### src/rtl/jtag_dtm_tap.sv
// JTAG TAP plus RISC-V debug transport (IDCODE/DTMCS/DMI) with pins oversampled on clk.
// Defining JTAG_TRST_EN adds an active-low trst input that resets only the TAP and IR.
module jtag_dtm_tap #(
  parameter logic [31:0] IDCODE    = 32'h1000_0001,
  parameter int unsigned ABITS     = 7,
  parameter logic [2:0]  IDLE_HINT = 3'd1
) (
  input  logic             clk,
  input  logic             rst,
  input  logic             tck,
  input  logic             tms,
  input  logic             tdi,
`ifdef JTAG_TRST_EN
  input  logic             trst,
`endif
  output logic             tdo,
  output logic             tdo_en,
  output logic             dmi_req_valid,
  input  logic             dmi_req_ready,
  output logic [ABITS-1:0] dmi_req_addr,
  output logic [31:0]      dmi_req_data,
  output logic [1:0]       dmi_req_op,
  input  logic             dmi_resp_valid,
  input  logic [31:0]      dmi_resp_data,
  input  logic [1:0]       dmi_resp_op
);

  localparam int unsigned DRW     = ABITS + 34;
  localparam logic [4:0]  IR_IDC  = 5'h01;
  localparam logic [4:0]  IR_DTM  = 5'h10;
  localparam logic [4:0]  IR_DMI  = 5'h11;
  localparam logic [5:0]  ABITS_F = 6'(ABITS);

  typedef enum logic [3:0] {
    TLR, RTI, SEL_DR, CAP_DR, SH_DR, EX1_DR, PA_DR, EX2_DR, UPD_DR,
    SEL_IR, CAP_IR, SH_IR, EX1_IR, PA_IR, EX2_IR, UPD_IR
  } tap_e;

  function automatic tap_e tap_next(input tap_e s, input logic m);
    case (s)
      TLR:     tap_next = m ? TLR    : RTI;
      RTI:     tap_next = m ? SEL_DR : RTI;
      SEL_DR:  tap_next = m ? SEL_IR : CAP_DR;
      CAP_DR:  tap_next = m ? EX1_DR : SH_DR;
      SH_DR:   tap_next = m ? EX1_DR : SH_DR;
      EX1_DR:  tap_next = m ? UPD_DR : PA_DR;
      PA_DR:   tap_next = m ? EX2_DR : PA_DR;
      EX2_DR:  tap_next = m ? UPD_DR : SH_DR;
      UPD_DR:  tap_next = m ? SEL_DR : RTI;
      SEL_IR:  tap_next = m ? TLR    : CAP_IR;
      CAP_IR:  tap_next = m ? EX1_IR : SH_IR;
      SH_IR:   tap_next = m ? EX1_IR : SH_IR;
      EX1_IR:  tap_next = m ? UPD_IR : PA_IR;
      PA_IR:   tap_next = m ? EX2_IR : PA_IR;
      EX2_IR:  tap_next = m ? UPD_IR : SH_IR;
      UPD_IR:  tap_next = m ? SEL_DR : RTI;
      default: tap_next = TLR;
    endcase
  endfunction

  tap_e             tap_q;
  logic [2:0]       tck_sync_q;
  logic [1:0]       tms_sync_q, tdi_sync_q;
  logic             tck_rise_s, tck_fall_s, tdi_s, trst_low_s, resp_take_s, dmi_rw_s;
  logic [4:0]       ir_q, ir_d, ir_sr_q, ir_sr_d;
  logic [DRW-1:0]   dr_sr_q, dr_sr_d, dr_shift_s;
  logic             tdo_q, tdo_d, tdo_en_q, tdo_en_d;
  logic             req_valid_q, req_valid_d, outstanding_q, outstanding_d, discard_q, discard_d;
  logic [ABITS-1:0] req_addr_q, req_addr_d, last_addr_q, last_addr_d;
  logic [31:0]      req_data_q, req_data_d, last_rdata_q, last_rdata_d;
  logic [1:0]       req_op_q, req_op_d, dmistat_q, dmistat_d;

  // Two-flop synchronizers; tck keeps a third stage for edge detection.
  always_ff @(posedge clk) begin
    if (rst) begin
      tck_sync_q <= 3'b000;
      tms_sync_q <= 2'b00;
      tdi_sync_q <= 2'b00;
    end else begin
      tck_sync_q <= {tck_sync_q[1:0], tck};
      tms_sync_q <= {tms_sync_q[0], tms};
      tdi_sync_q <= {tdi_sync_q[0], tdi};
    end
  end

`ifdef JTAG_TRST_EN
  logic [1:0] trst_sync_q;
  // trst synchronizer, idles high (inactive).
  always_ff @(posedge clk) begin
    if (rst) trst_sync_q <= 2'b11;
    else     trst_sync_q <= {trst_sync_q[0], trst};
  end
  assign trst_low_s = ~trst_sync_q[1];
`else
  assign trst_low_s = 1'b0;
`endif

  assign tck_rise_s  = tck_sync_q[1] & ~tck_sync_q[2];
  assign tck_fall_s  = ~tck_sync_q[1] & tck_sync_q[2];
  assign tdi_s       = tdi_sync_q[1];
  assign resp_take_s = dmi_resp_valid & outstanding_q & ~discard_q;
  assign dmi_rw_s    = (dr_sr_q[1:0] == 2'd1) || (dr_sr_q[1:0] == 2'd2);

  // TAP state register, stepped by synced tms on each tck rise.
  always_ff @(posedge clk) begin
    if (rst || trst_low_s) tap_q <= TLR;
    else if (tck_rise_s)   tap_q <= tap_next(tap_q, tms_sync_q[1]);
  end

  // Shift-right of the selected DR with tdi entering at that register's MSB.
  always_comb begin
    dr_shift_s = {1'b0, dr_sr_q[DRW-1:1]};
    case (ir_q)
      IR_IDC, IR_DTM: begin
        dr_shift_s[31]       = tdi_s;
        dr_shift_s[DRW-1:32] = '0;
      end
      IR_DMI:  dr_shift_s[DRW-1] = tdi_s;
      default: dr_shift_s = {{(DRW-1){1'b0}}, tdi_s};
    endcase
  end

  // Next state: DMI response handling first, then TAP capture/shift/update actions.
  always_comb begin
    ir_d          = ir_q;
    ir_sr_d       = ir_sr_q;
    dr_sr_d       = dr_sr_q;
    tdo_d         = tdo_q;
    tdo_en_d      = tdo_en_q;
    req_addr_d    = req_addr_q;
    req_data_d    = req_data_q;
    req_op_d      = req_op_q;
    last_addr_d   = last_addr_q;
    discard_d     = discard_q & ~dmi_resp_valid;
    outstanding_d = outstanding_q & ~resp_take_s;
    last_rdata_d  = resp_take_s ? dmi_resp_data : last_rdata_q;
    dmistat_d     = (resp_take_s && dmistat_q == 2'd0 && dmi_resp_op[1]) ? dmi_resp_op : dmistat_q;
    req_valid_d   = req_valid_q & ~dmi_req_ready;
    if (tck_rise_s) begin
      case (tap_q)
        CAP_IR: ir_sr_d = 5'b00001;
        SH_IR:  ir_sr_d = {tdi_s, ir_sr_q[4:1]};
        CAP_DR: begin
          case (ir_q)
            IR_IDC:  dr_sr_d = {{(DRW-32){1'b0}}, IDCODE};
            IR_DTM:  dr_sr_d = {{(DRW-32){1'b0}}, 14'd0, 2'b00, 1'b0, IDLE_HINT, dmistat_d, ABITS_F, 4'd1};
            IR_DMI: begin
              dr_sr_d   = {last_addr_q, last_rdata_d, (outstanding_d ? 2'd3 : dmistat_d)};
              dmistat_d = (outstanding_d && dmistat_d == 2'd0) ? 2'd3 : dmistat_d;
            end
            default: dr_sr_d = '0;
          endcase
        end
        SH_DR:   dr_sr_d = dr_shift_s;
        default: ;
      endcase
    end else if (tck_fall_s) begin
      tdo_d    = (tap_q == SH_IR) ? ir_sr_q[0] : dr_sr_q[0];
      tdo_en_d = (tap_q == SH_IR) || (tap_q == SH_DR);
      case (tap_q)
        UPD_IR: ir_d = ir_sr_q;
        UPD_DR: begin
          case (ir_q)
            IR_DTM: begin
              dmistat_d   = (dr_sr_q[16] || dr_sr_q[17]) ? 2'd0 : dmistat_d;
              req_valid_d = req_valid_d & ~dr_sr_q[17];
              // dmihardreset: forget the request and swallow its late response.
              if (dr_sr_q[17] && outstanding_d) begin
                outstanding_d = 1'b0;
                discard_d     = 1'b1;
              end else begin
                discard_d = discard_d;
              end
            end
            IR_DMI: begin
              if (dmi_rw_s && dmistat_d == 2'd0 && outstanding_d) begin
                dmistat_d = 2'd3;
              end else if (dmi_rw_s && dmistat_d == 2'd0) begin
                req_valid_d   = 1'b1;
                req_addr_d    = dr_sr_q[DRW-1:34];
                req_data_d    = dr_sr_q[33:2];
                req_op_d      = dr_sr_q[1:0];
                last_addr_d   = dr_sr_q[DRW-1:34];
                outstanding_d = 1'b1;
              end else begin
                dmistat_d = dmistat_d;
              end
            end
            default: ;
          endcase
        end
        default: ;
      endcase
    end else begin
      tdo_d = tdo_q;
    end
    ir_d = (tap_q == TLR || trst_low_s) ? IR_IDC : ir_d;
  end

  // Datapath and output registers.
  always_ff @(posedge clk) begin
    if (rst) begin
      ir_q          <= IR_IDC;
      ir_sr_q       <= 5'd0;
      dr_sr_q       <= '0;
      tdo_q         <= 1'b0;
      tdo_en_q      <= 1'b0;
      req_valid_q   <= 1'b0;
      req_addr_q    <= '0;
      req_data_q    <= 32'd0;
      req_op_q      <= 2'd0;
      last_addr_q   <= '0;
      last_rdata_q  <= 32'd0;
      dmistat_q     <= 2'd0;
      outstanding_q <= 1'b0;
      discard_q     <= 1'b0;
    end else begin
      ir_q          <= ir_d;
      ir_sr_q       <= ir_sr_d;
      dr_sr_q       <= dr_sr_d;
      tdo_q         <= tdo_d;
      tdo_en_q      <= tdo_en_d;
      req_valid_q   <= req_valid_d;
      req_addr_q    <= req_addr_d;
      req_data_q    <= req_data_d;
      req_op_q      <= req_op_d;
      last_addr_q   <= last_addr_d;
      last_rdata_q  <= last_rdata_d;
      dmistat_q     <= dmistat_d;
      outstanding_q <= outstanding_d;
      discard_q     <= discard_d;
    end
  end

  assign tdo           = tdo_q;
  assign tdo_en        = tdo_en_q;
  assign dmi_req_valid = req_valid_q;
  assign dmi_req_addr  = req_addr_q;
  assign dmi_req_data  = req_data_q;
  assign dmi_req_op    = req_op_q;

endmodule
### config.mk
export PLATFORM = sky130hd
export DESIGN_NAME = jtag_dtm_tap
export DESIGN_NICKNAME = d
export VERILOG_FILES = /design/src/rtl/jtag_dtm_tap.sv
export SDC_FILE = /design/constraint.sdc
export NUM_CORES = 1
export LEC_CHECK = 0
export ABC_AREA = 1
export CAP_MARGIN = 20
export CORE_MARGIN = 2
export CORE_UTILIZATION = 24
export CTS_CLUSTER_DIAMETER = 40
export DETAILED_ROUTE_END_ITERATION = 8
export GPL_ROUTABILITY_DRIVEN = 1
export SETUP_SLACK_MARGIN = 0.15
export SLEW_MARGIN = 20
export SYNTH_ARGS = -nofsm -noshare
export SYNTH_HDL_FRONTEND = slang
export SYNTH_SLANG_ARGS = --single-unit
### constraint.sdc
create_clock -name clk -period 1.3 [get_ports clk]
set_input_delay 0.26 -clock clk [delete_from_list [all_inputs] [get_ports clk]]
set_output_delay 0.26 -clock clk [all_outputs]
set_load 0.02 [all_outputs]
# [After elaboration in Yosys (flattened, before gate mapping)]
# Index checks and enable logic that the tools add are counted.
[op_classes] n_reduce_logical=25 muxes=50 bitwise=17 n_eq_ne=20
[op_table] op="$pmux 41 s3" n=1
[op_table] op="$pmux 41 s2" n=1
[op_table] op="$pmux 4 s12" n=1
[op_table] op="$eq 4x4->1 const B" n=8
[op_table] op="$mux 32" n=1
[op_table] op="$mux 31" n=1
[op_table] op="$mux 2" n=13
[op_table] op="$mux 1" n=21
[op_table] op="$pmux 9 s2" n=1
[op_table] op="$eq 4x3->1 const B" n=4
[op_table] op="$mux 4" n=4
[op_table] op="$eq 5x5->1 const B" n=2
[op_table] op="$pmux 5 s2" n=1
[op_table] op="$not 1->1" n=9
[op_table] op="$and 1x1->1" n=8
[op_table] op="$eq 4x2->1 const B" n=2
[op_table] op="$reduce_or 2->1" n=4
[op_table] op="$logic_and 1x1->1" n=6
[op_table] op="$mux 3" n=2
[op_table] op="$reduce_and 2->1" n=3
[op_table] op="$reduce_and 6->1" n=1
[op_table] op="$reduce_or 3->1" n=2
[op_table] op="$eq 5x1->1 const B" n=1
[op_table] op="$eq 4x1->1 const B" n=1
[op_table] op="9 further kinds" n=14
[totals] out_inout_bits=44 register_bits=142

# [Longest topological paths before layout]
[logic_depth] word_depth=13 depth_mapped=11 depth_no_buf=11

# [Worst setup path before layout]
# OpenSTA, ideal clock, no wires.
[synth_path] path_type="register to register" from="register tap_q[0]" to="register dr_sr_q[23]" setup_ns=0.116 arrival_ns=1.333 setup_slack_ns=-0.150 synth_period_minus_slack_ns=1.450 path_stages_with_launch=11 path_cell_list="dfxtp_1 > buf_6 > nor2_4 > nand3_2 > o21ai_2 > nand2_4 > buf_2 > a21oi_1 > nand2_1 > o211ai_1 > inv_1"
[synth_via] elab_chain_len=3 elab_cells_between_ends=5 classes_between="eq/ne: 2; mux: 1; reduce/logical: 2"
[synth_rtl] element="start: declaration" line_no="61" text="tap_e tap_q;"
[synth_rtl] element="start signal: assignment" line_no="107" text="else if (tck_rise_s) tap_q <= tap_next(tap_q, tms_sync_q[1]);"
[synth_rtl] element="$eq 4x3->1 / $eq 4x2->1 (equally long branches)" line_no="140" text="case (tap_q)"
[synth_rtl] element="$reduce_bool 2->1 (no source line)"
[synth_rtl] element="$reduce_and 2->1 (no source line)"
[synth_rtl] element="end signal: assignment" line_no="220" text="dr_sr_q <= dr_sr_d;"
[synth_rtl] element="end: declaration" line_no="66" text="logic [DRW-1:0] dr_sr_q, dr_sr_d, dr_shift_s;"
# Several ways; a longest one is shown, not always the timed one.
# A chain may end at the register's enable or synchronous reset.

# [Worst setup path after layout]
[layout_path] from="register tap_q[1]" to="register dr_sr_q[29]"
# The elaborated chain is that of the path after synthesis.

==> flow_metrics.py <==
metrics = {
    "power_and_ir_drop": {
        "netSwitchingFraction_pct": 23.1,
        "p_clk_share_pct": 50.9,
        "power_frac_comb_pct": 3.7,
        "power_density_mw_per_mm2": 896,
        "p_leak_nw": 4.60,
        "total_power_mw": 9.62,
        "power.internal_mw": 7.40,
        "pwr-share-seq_pct": 45.4,
        "p_switching_mw": 2.22,
        "peakVddDrop_mv": 0.668,
    },
    "global_routing": {
        "gr-total-overflow": 0,
        "track_usage_pct": 15.1,
        "grt_max_degree": 80,
        "antenna_found_initial": 1,
        "grt_pass1_vias": 6443,
        "grt_pass1_wl_um": 33600,
    },
    "synthesis": {
        "syn_area_mm2": 0.00630,
        "ys_warn_count": 0,
        "synth.net_count": 978,
        "synth_top_area_cell": "dfxtp_1",
        "ys_types": 36,
        "synth-seq-area-share_pct": 45.1,
        "syn_inst": 937,
        "yosys-top-cells-area": "dfxtp_1, nand2_1, nor2_1",
        "yosys.area.top_type_share_pct": 45.1,
        "synth.avg_cell_area_um2": 6.72,
        "postSynthRegisterBits": 142,
    },
    "clocking": {
        "numCtsBuffers": 17,
        "insertion_delay_ns": 0.42,
        "cts.clk_slew.worst_paths_ns": 0.07,
        "cts-root-buf": "clkbuf_16",
        "h-tree-depth": 4,
        "cts.sinks": 142,
        "clockBufferDepth": 2,
        "cts_hold_buf": 0,
        "cts_tree": "built",
    },
    "drt": {
        "drc_errors": 0,
        "vias_per_cell": 4.55,
        "drt_wl_total_um": 21900,
        "wl_per_cell_um": 14.7,
        "ant_nets": 0,
        "drt_iter0_markers": 395,
        "firstDrtPassIters": 7,
        "dr_total_vias": 6763,
    },
    "final_layout": {
        "area_growth_pct": 70.5,
        "final_common_cell": "nand2_1",
        "final_core_util_pct": 41.4,
        "antenna_cells": 0,
        "n_fill_cell": 2523,
        "fin_cells": 1486,
        "layout-drive-gt1-share_pct": 43.5,
        "nets": 1179,
        "layout_common_cells": "nand2_1, nor2_1, dfxtp_1",
    },
    "sta": {
        "clock_skew_ns": 0.00750,
        "whs_ns": 0.349,
        "maxSlewHeadroom_pct": 68.9,
        "setup_ws_ns": -0.348,
        "slew_violations": 0,
        "finalHoldViolCount": 0,
        "rsz0062_at_grt": "yes",
        "fin_crit_sh_pct": 127,
        "max_freq_mhz": 607,
        "finalSetupViolCount": 94,
        "max_slew.worst_pin.slew_ns": 0.467,
        "period_minus_slack_ns": 1.65,
    },
    "floorplan": {
        "fp.dieW_um": 166,
        "dieArea_mm2": 0.0276,
        "start_util_pct": 24.3,
        "num_rows": 59,
        "ios": 85,
        "dieHeight_um": 166,
        "design.core.area_mm2": 0.0259,
    },
    "placement": {
        "place_ws_ns": -0.757,
        "globalplace.congestion": 0.817,
        "port_buffers": 84,
        "hpwl_um": 12400,
        "numPlacedInstances": 1385,
    },
    "critical_path": {
        "cp_slowest_cell": "dfxtp_4",
        "r2r_start": "tap_q[1]$_SDFFE_PP0P_",
        "setup.worst_path.start": "tap_q[1]$_SDFFE_PP0P_",
        "end_kind": "register",
        "start_kind": "register",
        "path_max_fanout": 12,
        "rrSetupSlack_ns": -0.35,
        "cp.required_ns": 1.60,
        "path_cells": "nor2_4 > nand3_4 > o21ai_4 > nand2_4 > buf_4 > a21oi_1 > nand2_1 > o211ai_1 > inv_1",
        "critical_path.top_delay_family": "simple AND/OR/NAND/NOR gates",
        "worst-path-buf-inv": 2,
        "max_stage_delay_ns": 0.36,
        "crit_type": "reg2reg",
        "cp.arrival_ns": 1.95,
    },
    "min_path": {
        "min-delay-start": "rst",
        "hp-class": "in2reg",
    },
    "flow_run": {
        "drv_cap": 0,
    },
    "run_status": {
        "violations": "negative setup slack",
        "run_status": "finished with violations",
    },
}
Yosys cell counts:
| master | instances |
|---|---|
| nand2_1 | 291 |
| nor2_1 | 143 |
| dfxtp_1 | 142 |
| inv_1 | 101 |
| a21oi_1 | 95 |
| o21ai_0 | 48 |
| clkbuf_1 | 24 |
| o211ai_1 | 14 |
| nand3_1 | 13 |
| buf_2 | 12 |
| buf_6 | 6 |
| nor2_2 | 6 |
| nand4_1 | 5 |
| or2_2 | 4 |
| inv_2 | 3 |
| nand3_2 | 3 |
| nor2_4 | 3 |
| a31oi_1 | 2 |
| mux2i_1 | 2 |
| nand2_2 | 2 |
| nand3b_1 | 2 |
| o21a_1 | 2 |
| a211oi_1 | 1 |
| a21boi_1 | 1 |
| a41oi_1 | 1 |
| buf_1 | 1 |
| buf_4 | 1 |
| clkinv_1 | 1 |
| nand2_4 | 1 |
| nor3_1 | 1 |
| nor3b_1 | 1 |
| o2111ai_1 | 1 |
| o21ai_1 | 1 |
| o21ai_2 | 1 |
| o221ai_1 | 1 |
| o22ai_1 | 1 |
through the flow:
step / TNS, ns / instance area (um^2)
after floorplan: -5.96 / 6430
after global placement: -56.04 / 8050
after detailed placement: -59.20 / 8050
after CTS: -14.30 / 9770
after global routing: -28.33 / 10700
final: -21.51 / 10700
layout make-up:
cell class | count | area (um^2) | share of cell area, %
Tap cell | 335 | 419 | 3.90
Timing Repair inverter | 1 | 8.76 | 0.0816
Clock inverter | 13 | 138 | 1.28
Timing Repair Buffer | 223 | 2570 | 23.9
Sequential cell | 142 | 2930 | 27.3
Clock buffer | 19 | 443 | 4.12
Inverter | 105 | 434 | 4.04
Multi-Input combinational cell | 648 | 3800 | 35.4
metal layers:
metal  share of wire (%)  wire [um]  global-route usage, %
met1                  46      10100                   20.4
met3                 5.9       1300                   3.74
met5               0.032          7                      0
met2                  47      10300                   23.9
met4                 1.4        296                   4.23
flip-flops by register name (all words and copies together) (netlist names):
name and count:
dr_sr_q 41, dmi_req_data 32, last_rdata_q 32, last_addr_q 7, ir_q 5, ir_sr_q 5, tap_q 4, tck_sync_q 3
dmi_req_op 2, dmistat_q 2, tdi_sync_q 2, tms_sync_q 2, discard_q 1, dmi_req_valid 1, outstanding_q 1, tdo 1
tdo_en 1
tightest hold or removal path, delay by kind of cell:
family	cells	cell delay (ns)
buffers and inverters	2	0.34
AOI/OAI and AO/OA	1	0.13
timing repair:
action                                  in CTS  in global routing
setup buffers                               32                 21
cloned                                      10                  7
endpoints found under the setup margin     163                178
gates resized for setup                    481                200
pin swaps                                   25                 58
power by group through the flow:
stage          registers (mW)  clock network [mW]  logic, mW
2_1_floorplan            4.47                   0      0.108
3_3_place_gp             4.47                   0      0.310
3_5_place_dp             4.47                   0      0.307
4_1_cts                  4.37                4.97      0.328
5_1_grt                  4.36                5.18      0.381
6_report                 4.36                4.90      0.356
worst paths after layout:
path	end	depth (start not counted)
worst min register to register	tck_sync_q[1]$_SDFF_PP0_	2
worst max-delay path	dr_sr_q[29]$_SDFFE_PP0P_	9
worst min-delay path	last_rdata_q[6]$_SDFF_PP0_	3
worst max register to register	dr_sr_q[29]$_SDFFE_PP0P_	9
logic make-up after synthesis:
| group | count (synthesis) | synth area share, % |
|---|---|---|
| simple gates | 475 | 30.2 |
| mux | 2 | 0.318 |
| compound gates | 169 | 14.4 |
| buf+inv | 149 | 9.89 |
| flops | 142 | 45.1 |
Power figures use the tool's default switching activity.
